==> src/rtl/tm_input_conditioner_pkg.sv <==
// Shared debounce state encoding and counter sizing for the Turing machine input conditioner.
package tm_input_pkg;

  typedef enum logic [1:0] {IDLE, PRESS_WAIT, HELD, RELEASE_WAIT} debounce_state_t;

  localparam int unsigned DEFAULT_DEBOUNCE_CYCLES = 1000;

  // Width of the stability counter; never narrower than one bit.
  function automatic int unsigned cnt_width(input int unsigned cycles);
    return (cycles < 2) ? 1 : $clog2(cycles);
  endfunction

endpackage

==> src/rtl/tm_input_conditioner_if.sv <==
// Raw button/switch inputs and conditioned pulse/data outputs feeding the Turing machine core.
interface tm_input_conditioner_if #(
  parameter int unsigned DATA_W = 7
);
  logic              next_raw;
  logic              done_raw;
  logic [DATA_W-1:0] data_raw;
  logic              next_pulse;
  logic              done_pulse;
  logic [DATA_W-1:0] data_out;

  modport master (
    output next_raw, done_raw, data_raw,
    input  next_pulse, done_pulse, data_out
  );

  modport slave (
    input  next_raw, done_raw, data_raw,
    output next_pulse, done_pulse, data_out
  );
endinterface

==> src/rtl/tm_input_conditioner_debounce_fsm.sv <==
// Press/release debouncer: confirm is combinational on the edge entering HELD (DEBOUNCE_CYCLES+1 stable samples).
// Latency: HELD entered at edge E(DEBOUNCE_CYCLES) after raw is first sampled high; no backpressure.
module debounce_fsm
  import tm_input_pkg::*;
#(
  parameter int unsigned DEBOUNCE_CYCLES = DEFAULT_DEBOUNCE_CYCLES
) (
  input  logic clock,
  input  logic reset_n,
  input  logic raw,
  output logic confirm,
  output logic held
);
  localparam int unsigned   CW       = cnt_width(DEBOUNCE_CYCLES);
  localparam logic [CW-1:0] CNT_LAST = CW'(DEBOUNCE_CYCLES - 1);

  debounce_state_t state_q, state_d;
  logic [CW-1:0]   cnt_q, cnt_d;
  logic            cnt_done;

  assign cnt_done = (cnt_q == CNT_LAST);
  assign held     = (state_q == HELD) || (state_q == RELEASE_WAIT);

  always_comb begin
    state_d = state_q;
    cnt_d   = cnt_q;
    confirm = 1'b0;
    case (state_q)
      IDLE: begin
        if (raw) begin
          state_d = PRESS_WAIT;
          cnt_d   = '0;
        end
      end
      PRESS_WAIT: begin
        if (!raw) begin
          state_d = IDLE;
        end else if (cnt_done) begin
          state_d = HELD;
          confirm = 1'b1;
        end else begin
          cnt_d = cnt_q + 1'b1;
        end
      end
      HELD: begin
        if (!raw) begin
          state_d = RELEASE_WAIT;
          cnt_d   = '0;
        end
      end
      RELEASE_WAIT: begin
        // A bounce back high returns to HELD silently: one press, one confirm.
        if (raw) begin
          state_d = HELD;
        end else if (cnt_done) begin
          state_d = IDLE;
        end else begin
          cnt_d = cnt_q + 1'b1;
        end
      end
      default: state_d = IDLE;
    endcase
  end

  always_ff @(posedge clock or negedge reset_n) begin
    if (!reset_n) begin
      state_q <= IDLE;
      cnt_q   <= '0;
    end else begin
      state_q <= state_d;
      cnt_q   <= cnt_d;
    end
  end

endmodule

==> src/rtl/tm_input_conditioner.sv <==
// Debounces Next/Done into single-cycle pulses and latches switch data on an accepted Next.
// Latency: data_out at E(N), pulse E(N+1)..E(N+2) after first high sample E0; no backpressure.
module tm_input_conditioner
  import tm_input_pkg::*;
#(
  parameter int unsigned DEBOUNCE_CYCLES = DEFAULT_DEBOUNCE_CYCLES,
  parameter int unsigned DATA_W          = 7
) (
  input logic                  clock,
  input logic                  reset_n,
  tm_input_conditioner_if.slave io
);
  logic              next_confirm, done_confirm;
  logic              next_held, done_held;
  logic              next_hit_q, next_hit_d;
  logic              done_hit_q, done_hit_d;
  logic              next_pulse_q, done_pulse_q;
  logic [DATA_W-1:0] data_q, data_d;

  debounce_fsm #(.DEBOUNCE_CYCLES(DEBOUNCE_CYCLES)) u_next_db (
    .clock   (clock),
    .reset_n (reset_n),
    .raw     (io.next_raw),
    .confirm (next_confirm),
    .held    (next_held)
  );

  debounce_fsm #(.DEBOUNCE_CYCLES(DEBOUNCE_CYCLES)) u_done_db (
    .clock   (clock),
    .reset_n (reset_n),
    .raw     (io.done_raw),
    .confirm (done_confirm),
    .held    (done_held)
  );

  // Done wins a same-edge collision; the losing Next press is consumed, not retried.
  always_comb begin
    done_hit_d = done_confirm;
    next_hit_d = next_confirm && !done_confirm;
    data_d     = next_hit_d ? io.data_raw : data_q;
  end

  // The hit stage gives data_out a full cycle of setup ahead of next_pulse.
  always_ff @(posedge clock or negedge reset_n) begin
    if (!reset_n) begin
      next_hit_q   <= 1'b0;
      done_hit_q   <= 1'b0;
      next_pulse_q <= 1'b0;
      done_pulse_q <= 1'b0;
      data_q       <= '0;
    end else begin
      next_hit_q   <= next_hit_d;
      done_hit_q   <= done_hit_d;
      next_pulse_q <= next_hit_q;
      done_pulse_q <= done_hit_q;
      data_q       <= data_d;
    end
  end

  assign io.next_pulse = next_pulse_q;
  assign io.done_pulse = done_pulse_q;
  assign io.data_out   = data_q;

  a_pulse_excl : assert property (@(posedge clock) disable iff (!reset_n)
    !(next_pulse_q && done_pulse_q));
  a_next_held  : assert property (@(posedge clock) disable iff (!reset_n)
    next_pulse_q |-> next_held);
  a_done_held  : assert property (@(posedge clock) disable iff (!reset_n)
    done_pulse_q |-> done_held);

endmodule

==> src/flat_wrapper.sv <==
// flat-port wrapper written by rule: the top's interface ports become plain ports
module tm_input_conditioner_flat import tm_input_pkg::*;
#(
  parameter int unsigned DEBOUNCE_CYCLES = DEFAULT_DEBOUNCE_CYCLES,
  parameter int unsigned DATA_W          = 7
)
  (clock, reset_n, io_next_raw, io_done_raw, io_data_raw, io_next_pulse, io_done_pulse, io_data_out);
  tm_input_conditioner_if #(.DATA_W(DATA_W)) io_i ();
  input logic clock;
  input logic reset_n;
  input wire logic [$bits(io_i.next_raw)-1:0] io_next_raw;
  input wire logic [$bits(io_i.done_raw)-1:0] io_done_raw;
  input wire logic [$bits(io_i.data_raw)-1:0] io_data_raw;
  output wire logic [$bits(io_i.next_pulse)-1:0] io_next_pulse;
  output wire logic [$bits(io_i.done_pulse)-1:0] io_done_pulse;
  output wire logic [$bits(io_i.data_out)-1:0] io_data_out;
  assign io_i.next_raw = io_next_raw;
  assign io_i.done_raw = io_done_raw;
  assign io_i.data_raw = io_data_raw;
  assign io_next_pulse = io_i.next_pulse;
  assign io_done_pulse = io_i.done_pulse;
  assign io_data_out = io_i.data_out;
  tm_input_conditioner #(.DEBOUNCE_CYCLES(DEBOUNCE_CYCLES), .DATA_W(DATA_W)) u_core (.clock(clock), .reset_n(reset_n), .io(io_i));
endmodule
==> config.mk <==
export PLATFORM = sky130hd
export DESIGN_NAME = tm_input_conditioner_flat
export DESIGN_NICKNAME = d
export VERILOG_FILES = /design/src/rtl/tm_input_conditioner_pkg.sv /design/src/rtl/tm_input_conditioner_if.sv /design/src/rtl/tm_input_conditioner_debounce_fsm.sv /design/src/rtl/tm_input_conditioner.sv /design/src/flat_wrapper.sv
export SDC_FILE = /design/constraint.sdc
export NUM_CORES = 1
export LEC_CHECK = 0
export CAP_MARGIN = 20
export CORE_MARGIN = 2
export CORE_UTILIZATION = 40
export DETAILED_ROUTE_END_ITERATION = 16
export PLACE_DENSITY = 0.59
export SLEW_MARGIN = 0
export SYNTH_ARGS = -nofsm -noshare
export SYNTH_HDL_FRONTEND = slang
export SYNTH_SLANG_ARGS = --single-unit
==> constraint.sdc <==
create_clock -name clock -period 2.15 [get_ports clock]
set_clock_uncertainty 0.2 [all_clocks]
set_input_delay 0.215 -clock clock [delete_from_list [all_inputs] [get_ports clock]]
set_output_delay 0.215 -clock clock [all_outputs]
set_load 0.01 [all_outputs]
==> parameters.txt, run 1 <==
Parameter                              Value

Clock tree
  CTS hold repair buffers ... 0
  Clock buffer count from CTS ... 5
  Buffer type at the clock tree root ... sky130_fd_sc_hd__clkbuf_8
  Max clock buf depth ... 2
  Number of clock sinks seen by CTS ... 35
  CTS clk-pin slew, worst paths ... 70 ps
  Number of H-tree levels ... 2
  Clock latency of the later-clocked register in the worst-skew pair ... 280 ps
  TritonCTS clock tree ... built

Logic synthesis
  Fraction of registers with async set/reset ... 1.00
  Average cell area after synthesis ... 10.9 um2
  Number of enable-type register cells in the synthesized netlist ... 0
  Post-Synthesis Cell Area ... approximately 1700 um2
  FF+latch count, synth ... 35
  Nets in the synthesized netlist ... 168
  Yosys Warn Count ... 0
  Synthesized instance count ... 155
  Unique masters post-synth ... 38
  Dominant register cell in the synthesized netlist ... sky130_fd_sc_hd__dfrtp_1
  Seq/Total Area, Yosys ... 0.519

Place
  HPWL after detailed placement ... 2600 um
  Cell area after placement ... 2130 um2
  Global placement routability congestion ... roughly 0.9
  Buffers on Ports ... 19

Floorplan
  Overall die height ... slightly below 70 um
  Area of the core ... 4030 um2
  Die X-Extent ... 69.0 um
  Placement Rows ... 23
  Effective utilization at floorplan ... 0.419
  Die area ... 4760 um2
  Boundary Pins ... 20

STA
  Final critical-path required period ... 2150 ps
  Max Slew Vio Count ... 0
  Total count of hold-check failures in the final report ... 0
  Slew Limit Headroom ... 0.575
  Setup-failing EPs final ... 3
  Highest attainable clock frequency ... 465 MHz
  Slew of the pin with the lowest slew margin ... 634 ps
  Setup repair after global routing missed its margin ... yes
  Setup slack after layout ... -2.48 ps
  Final worst path period share ... 1.00

Outcome
  Violations in the final reports ... negative setup slack
  Outcome ... finished, violations left

Cells and area
  Share of post-route cells with drive strength above 1 ... 0.256
  Multi-input gate area ... about 800 um2
  Area growth from synthesis to final layout ... 33.7%
  Number of fillers in the final layout ... 373
  Net count, final ... between 200 and 250
  Number of diodes added for antenna fixing ... 0
  Post-Route Utilization ... 0.560
  Area of all placed cells without fillers ... 2260 um2
  Area occupied by registers ... 876 um2

Detailed routing
  Routed Antenna Nets ... 0
  Total wire length after detailed routing ... about 3600 um
  WL/cell ... 14.2 um
  Post-route DRC ... 0
  Initial detailed-routing violation count ... 110
  Length of the first detailed-routing pass in iterations ... 4
  Via count ... 1356
  Via density per instance ... around 5.4

Global routing
  Final global-route overflow total ... 0
  First-pass GRT wire length ... 5990 um
  Largest net degree at the start of global routing ... 36
  Vias in the first global route ... around 1300
  Initial antenna violation count ... 0
  Combined global-route utilization of all metal layers ... 0.175

Worst setup path
  Crit Reg-Reg Startpoint ... u_core.u_next_db.cnt_q[0]
  Worst setup path startpoint ... u_core.u_next_db.cnt_q[0]
  Family with the most delay on the worst path ... simple AND/OR/NAND/NOR gates
  Slowest cell delay on critical path ... 450 ps
  Req. time, crit path ... 2110 ps
  Startpoint type of the worst setup path ... flip-flop
  CP Cell Sequence ... ha_4 > nand4_4 > or4_4 > nor4b_4 > buf_6 > mux2_2
  Arrival time at the worst endpoint ... between 2000 and 2500 ps
  Startpoint-to-endpoint class of the critical path ... flip-flop to flip-flop
  Slowest stage cell, crit path ... sky130_fd_sc_hd__or4_4
  Reg2reg end ... u_core.io.data_out[6]
  Setup slack, reg-to-reg ... -2 ps
  Number of buffer and inverter instances along the worst setup path ... 1
  Kind of capture point of the worst setup path ... flip-flop
  Cell count of the worst reg-to-reg path ... 6
  Number of stages on the worst setup path ... 6
  Last element of the critical path ... u_core.io.data_out[6]
  Largest fanout on the critical path ... 7

Hold path
  Worst hold path type ... flip-flop to flip-flop

Power and ir drop
  Switching power ... 0.340 mW
  Total power per unit cell area ... a little over 600 nW/um2
  Reported leakage power ... 0.978 nW
  Largest voltage drop on the vdd net ... around 0.42 mV
  Proportion of total power due to net switching ... 0.247
  Share of power burned in combinational logic ... 0.134
  Cell Int Power ... between 1 and 1.5 mW
  Part of the power in registers ... 0.523
  Clock group share of total power ... 0.342

Flow run
  Maxcap violations ... 0
worst reg2reg max path, stage by stage (launching register included):
cell                      delay, ps
sky130_fd_sc_hd__dfrtp_1        390
sky130_fd_sc_hd__ha_4           160
sky130_fd_sc_hd__nand4_4        100
sky130_fd_sc_hd__or4_4          450
sky130_fd_sc_hd__nor4b_4        230
sky130_fd_sc_hd__buf_6          170
sky130_fd_sc_hd__mux2_2         330
synthesized netlist by cell type (2+ instances only):
cell                        number  share of area
sky130_fd_sc_hd__nand2b_1        2         0.0074
sky130_fd_sc_hd__a31oi_1         3          0.011
sky130_fd_sc_hd__nor3_1          8          0.024
sky130_fd_sc_hd__xnor2_1         7          0.036
sky130_fd_sc_hd__nor4_1          4          0.015
sky130_fd_sc_hd__o311ai_0        3          0.016
sky130_fd_sc_hd__dfrtp_1        35           0.52
sky130_fd_sc_hd__o21ai_0         5          0.015
sky130_fd_sc_hd__and2_1          2         0.0074
sky130_fd_sc_hd__ha_1            2          0.015
sky130_fd_sc_hd__clkbuf_1        4         0.0089
sky130_fd_sc_hd__nand4bb_1       2          0.013
sky130_fd_sc_hd__inv_1           3         0.0067
sky130_fd_sc_hd__a22o_1          5          0.026
sky130_fd_sc_hd__nor2_1          8          0.018
sky130_fd_sc_hd__nand2_1        17          0.038
sky130_fd_sc_hd__nand4_1         5          0.019
sky130_fd_sc_hd__o22ai_1         2         0.0074
sky130_fd_sc_hd__mux2_2         11          0.073
sky130_fd_sc_hd__and3_1          2         0.0074
sky130_fd_sc_hd__nand3_1         8          0.024
worst min path at each step:
stage | startpoint | endpoint | slack, ps | cells after the start
2_1_floorplan | reset_n | async pin | -280 | 0
3_3_place_gp | u_core.done_hit_q | u_core.io.done_pulse | 140 | 0
3_5_place_dp | u_core.next_hit_q | u_core.io.next_pulse | 140 | 0
4_1_cts | u_core.next_hit_q | u_core.io.next_pulse | 150 | 0
5_1_grt | u_core.next_hit_q | u_core.io.next_pulse | 160 | 0
6_report | u_core.next_hit_q | u_core.io.next_pulse | 150 | 0
per-stage QoR:
stage          power (mW)  setup TNS (ps)  setup slack, ps  std cells  hold WS [ps]
2_1_floorplan       0.816            -831             -119        155          -281
3_3_place_gp        0.905            -166            -24.8        244           137
3_5_place_dp        0.914            -675            -80.6        244           137
4_1_cts              1.40           -33.0            -8.95        252           153
5_1_grt              1.45            -417            -66.9        253           158
6_report             1.38           -5.23            -2.48        253           150
kinds of logic (layout without fill, tap and decap cells):
kind of cell / count (synthesis) / count (layout) / synth area share
simple gates: 66 / 66 / 0.221
flops: 35 / 35 / 0.519
compound gates: 25 / 25 / 0.109
mux: 12 / 12 / 0.0793
xor+xnor: 8 / 8 / 0.0415
buf+inv: 7 / 55 / 0.0156
fa+ha+maj: 2 / 2 / 0.0148
power by group through the flow:
| stage | clock (mW) | combinational, mW | sequential [mW] |
|---|---|---|---|
| 3_5_place_dp | 0 | 0.181 | 0.732 |
| 5_1_grt | 0.519 | 0.207 | 0.726 |
| 2_1_floorplan | 0 | 0.0859 | 0.730 |
| 3_3_place_gp | 0 | 0.175 | 0.730 |
| 4_1_cts | 0.493 | 0.184 | 0.719 |
| 6_report | 0.472 | 0.185 | 0.721 |
registers in the layout, indices dropped and copies added (netlist names), named ones only:
name,count
u_core.u_done_db.cnt_q,10
u_core.u_next_db.cnt_q,10
u_core.io.data_out,7
u_core.done_hit_q,1
u_core.io.done_pulse,1
u_core.io.next_pulse,1
u_core.next_hit_q,1
u_core.u_done_db.state_q,1
u_core.u_next_db.state_q,1
cells in the final DEF (no fill, tap or decap), types with 2 or more instances in the layout:
cell | Yosys | layout
sky130_fd_sc_hd__a22o_1 | 5 | 5
sky130_fd_sc_hd__a31oi_1 | 3 | 3
sky130_fd_sc_hd__and2_1 | 2 | 2
sky130_fd_sc_hd__and3_1 | 2 | 2
sky130_fd_sc_hd__buf_4 | 0 | 24
sky130_fd_sc_hd__clkbuf_8 | 0 | 6
sky130_fd_sc_hd__clkdlybuf4s50_1 | 0 | 19
sky130_fd_sc_hd__dfrtp_1 | 35 | 35
sky130_fd_sc_hd__inv_1 | 3 | 3
sky130_fd_sc_hd__mux2_2 | 11 | 11
sky130_fd_sc_hd__nand2_1 | 17 | 17
sky130_fd_sc_hd__nand2b_1 | 2 | 2
sky130_fd_sc_hd__nand3_1 | 8 | 7
sky130_fd_sc_hd__nand4_1 | 5 | 5
sky130_fd_sc_hd__nand4bb_1 | 2 | 2
sky130_fd_sc_hd__nor2_1 | 8 | 8
sky130_fd_sc_hd__nor3_1 | 8 | 8
sky130_fd_sc_hd__nor4_1 | 4 | 4
sky130_fd_sc_hd__o21ai_0 | 5 | 5
sky130_fd_sc_hd__o22ai_1 | 2 | 2
sky130_fd_sc_hd__o311ai_0 | 3 | 3
sky130_fd_sc_hd__xnor2_1 | 7 | 7
metal layers:
layer,vias up,track usage,wire length (um)
met5,-,0,0
met4,0,0.0686,23
met3,2,0.0536,91
met2,19,0.310,1940
met1,665,0.194,1550
li1,670,-,-
final cells by class:
class                      count  area share
inverter                       3     0.00499
clock inverter                 1     0.00222
tap                           50      0.0277
timing repair buffer          45       0.178
clock buffer                   6      0.0366
multi-input combinational    113       0.362
sequential                    35       0.388
what timing repair did:
item | in CTS | in global routing
endpoints found under the setup margin | 12 | 7
setup buffers | 1 | 1
resized for setup | 1 | 3
pin swaps | 2 | 0
Power figures use the tool's default switching activity.
==> inputs of run 2 (changes only) <==
Settings changed: GPL_ROUTABILITY_DRIVEN set to 0, PLACE_DENSITY 0.59 to not set, SETUP_SLACK_MARGIN set to 0.4.
==> run 2 against run 1 <==
Compared with the run above: the run still ends with negative setup slack left; wire length increased by 22%; worst hold slack got worse by 7.8 ps; utilization increased by 11 points; non-clock buffer count increased by 13; die area unchanged; sequential power about the same; first-iteration DRC count increased by 15%; maximum frequency decreased by 0.79%; via count increased by 11%; global-route usage increased by 2.1 points; worst setup slack got worse by 17 ps; critical endpoint is now u_core.io.data_out[5]; highest routed layer unchanged.
==> parameters.txt, run 2 (same netlist as run 1, synthesis figures left out) <==
Parameter                              Value

Cells and area
  Area growth from synthesis to final layout ... 59.1%
  Highest-count cells in the layout ignoring fill and taps ... sky130_fd_sc_hd__dfrtp_1, sky130_fd_sc_hd__buf_4, sky130_fd_sc_hd__clkdlybuf4s50_1
  Leading cell type in the layout, fill and taps excluded ... sky130_fd_sc_hd__dfrtp_1
  Number of diodes added for antenna fixing ... 0 (unchanged)
  Number of fillers in the final layout ... 306 (-18%)
  Net count, final ... 229 (+6.0%)
  Share of post-route cells with drive strength above 1 ... 0.429 (+0.172)
  Final Instance Count excl. Fillers ... 267 (+5.5%)
  Area of all placed cells without fillers ... 2690 um2 (+19%)

Hold path
  Worst hold path type ... primary input to async pin

Clock tree
  CTS clk-pin slew, worst paths ... 70 ps (about the same)
  CTS hold repair buffers ... 0 (unchanged)
  Max clock buf depth ... 2 (unchanged)
  TritonCTS clock tree ... built
  Clock buffer count from CTS ... 5 (unchanged)
  Number of clock sinks seen by CTS ... 35 (unchanged)
  Number of H-tree levels ... 2 (unchanged)
  Buffer type at the clock tree root ... sky130_fd_sc_hd__clkbuf_8
  Clock latency of the later-clocked register in the worst-skew pair ... 290 ps (about the same)

STA
  Final hold slack ... 142 ps (-7.76 ps)
  Final worst path period share ... 1.01 (+0.00800)
  Slew Limit Headroom ... 0.705 (+0.130)
  Slew of the pin with the lowest slew margin ... 442 ps (-192 ps)
  Setup slack after layout ... -19.7 ps (-17.2 ps)
  TNS Setup ... -94.4 ps (-89.2 ps)
  Setup-failing EPs final ... 6 (+3)
  Highest attainable clock frequency ... 461 MHz (-0.79%)
  Max Slew Vio Count ... 0 (unchanged)
  Final critical-path required period ... 2170 ps (+17.2 ps)
  Total count of hold-check failures in the final report ... 0 (unchanged)
  Setup repair after global routing missed its margin ... yes

Worst setup path
  Arrival time at the worst endpoint ... 2150 ps (+30 ps)
  Req. time, crit path ... 2130 ps (+20 ps)
  Slowest stage cell, crit path ... sky130_fd_sc_hd__or4_4
  Slowest cell delay on critical path ... 450 ps (about the same)
  Kind of capture point of the worst setup path ... flip-flop
  Setup slack, reg-to-reg ... -20 ps (-20 ps)
  Cell count of the worst reg-to-reg path ... 6 (unchanged)
  Last element of the critical path ... u_core.io.data_out[5]
  Startpoint-to-endpoint class of the critical path ... flip-flop to flip-flop
  Worst setup path startpoint ... u_core.u_next_db.cnt_q[1]
  Crit Reg-Reg Startpoint ... u_core.u_next_db.cnt_q[1]
  CP Cell Sequence ... ha_4 > nand4_2 > or4_4 > nor4b_4 > buf_6 > mux2_2
  Startpoint type of the worst setup path ... flip-flop
  Reg2reg end ... u_core.io.data_out[5]
  Largest fanout on the critical path ... 7 (unchanged)

Place
  Cell area after placement ... 2140 um2 (+0.29%)
  Buffers on Ports ... 19 (unchanged)
  HPWL after detailed placement ... 2690 um (+3.2%)
  Placed insts ... 240 (-1.6%)

Outcome
  Violations in the final reports ... negative setup slack
  Outcome ... finished, violations left

Floorplan
  Die area ... 4760 um2 (unchanged)
  Die X-Extent ... 69.0 um (unchanged)
  Boundary Pins ... 20 (unchanged)
  Effective utilization at floorplan ... 0.419 (unchanged)
  Overall die height ... 69.0 um (unchanged)
  Area of the core ... 4030 um2 (unchanged)
  Placement Rows ... 23 (unchanged)

Power and ir drop
  Total power ... 1.61 mW (+17%)
  Reported leakage power ... 1.15 nW (+18%)
  Largest voltage drop on the vdd net ... 0.396 mV (-6.1%)
  Total power per unit cell area ... 599 nW/um2 (-2.0%)

Global routing
  First-pass GRT wire length ... 6720 um (+12%)
  Final global-route overflow total ... 0 (unchanged)
  Largest net degree at the start of global routing ... 36 (unchanged)
  Combined global-route utilization of all metal layers ... 0.196 (+0.0212)
  Vias in the first global route ... 1443 (+7.0%)
  Initial antenna violation count ... 0 (unchanged)

Detailed routing
  WL/cell ... 16.5 um (+16%)
  Initial detailed-routing violation count ... 127 (+15%)
  Routed Antenna Nets ... 0 (unchanged)
  Total wire length after detailed routing ... 4400 um (+22%)
  Post-route DRC ... 0 (unchanged)
  Length of the first detailed-routing pass in iterations ... 4 (unchanged)
  Via density per instance ... 5.66 (+5.5%)
  Via count ... 1510 (+11%)

Flow run
  Maxcap violations ... 0 (unchanged)
==> run 2: worst min path at each step <==
| stage | start | to | slack, ps |
|---|---|---|---|
| CTS | reset_n | u_core.next_hit_q | 150 |
| finish | reset_n | async pin | 140 |
| global placement | u_core.done_hit_q | u_core.io.done_pulse | 140 |
| floorplan | reset_n | async pin | -280 |
| global route | reset_n | u_core.io.done_pulse | 180 |
| detailed placement | u_core.next_hit_q | u_core.io.next_pulse | 150 |
==> run 2: layer usage <==
metal  global-route usage  part of all wire  routed length [um]  vias to the layer above
met5                    0                 0                   0                        -
met2                0.335              0.54                2370                       30
met4               0.0809            0.0052                  23                        0
met3               0.0536             0.028                 124                        2
met1                0.231              0.43                1880                      779
li1                     -                 -                   -                      699
==> run 2: area by class of cell <==
cell class | instances | area [um2] | area share
Clock buffer | 6 | 82.6 | 0.0308
Clock inverter | 2 | 35.0 | 0.0130
Inverter | 3 | 11.3 | 0.00419
Multi-Input combinational cell | 113 | 1070 | 0.399
Sequential cell | 35 | 878 | 0.327
Tap cell | 50 | 62.6 | 0.0233
Timing Repair Buffer | 58 | 544 | 0.203
==> run 2: power by group <==
part	switching [mW]	leakage, nW	internal [mW]
registers	0.0324	0.475	0.689
logic	0.120	0.616	0.144
clock network	0.247	0.0612	0.375
==> run 2: metrics by stage <==
step / utilization / setup WS, ps
2_1_floorplan: - / -119
3_3_place_gp: 0.530 / -33.2
3_5_place_dp: 0.530 / -68.6
4_1_cts: 0.596 / 1.18
5_1_grt: 0.666 / -80.2
6_report: 0.666 / -19.7
==> run 2: worst max-delay path: cells and delay by family (launching register included) <==
kind	cells	cell delay, ps
AND/OR/NAND/NOR	3	810
flip-flops	1	390
multiplexers	1	330
buffers and inverters	1	170
adder cells (fa/ha/maj)	1	150
==> run 2: repair_timing <==
item / in CTS / in global routing
gates resized for setup: 15 / 39
pin swaps: 8 / 11
setup endpoints to repair: 29 / 31
buffers inserted: 7 / 12
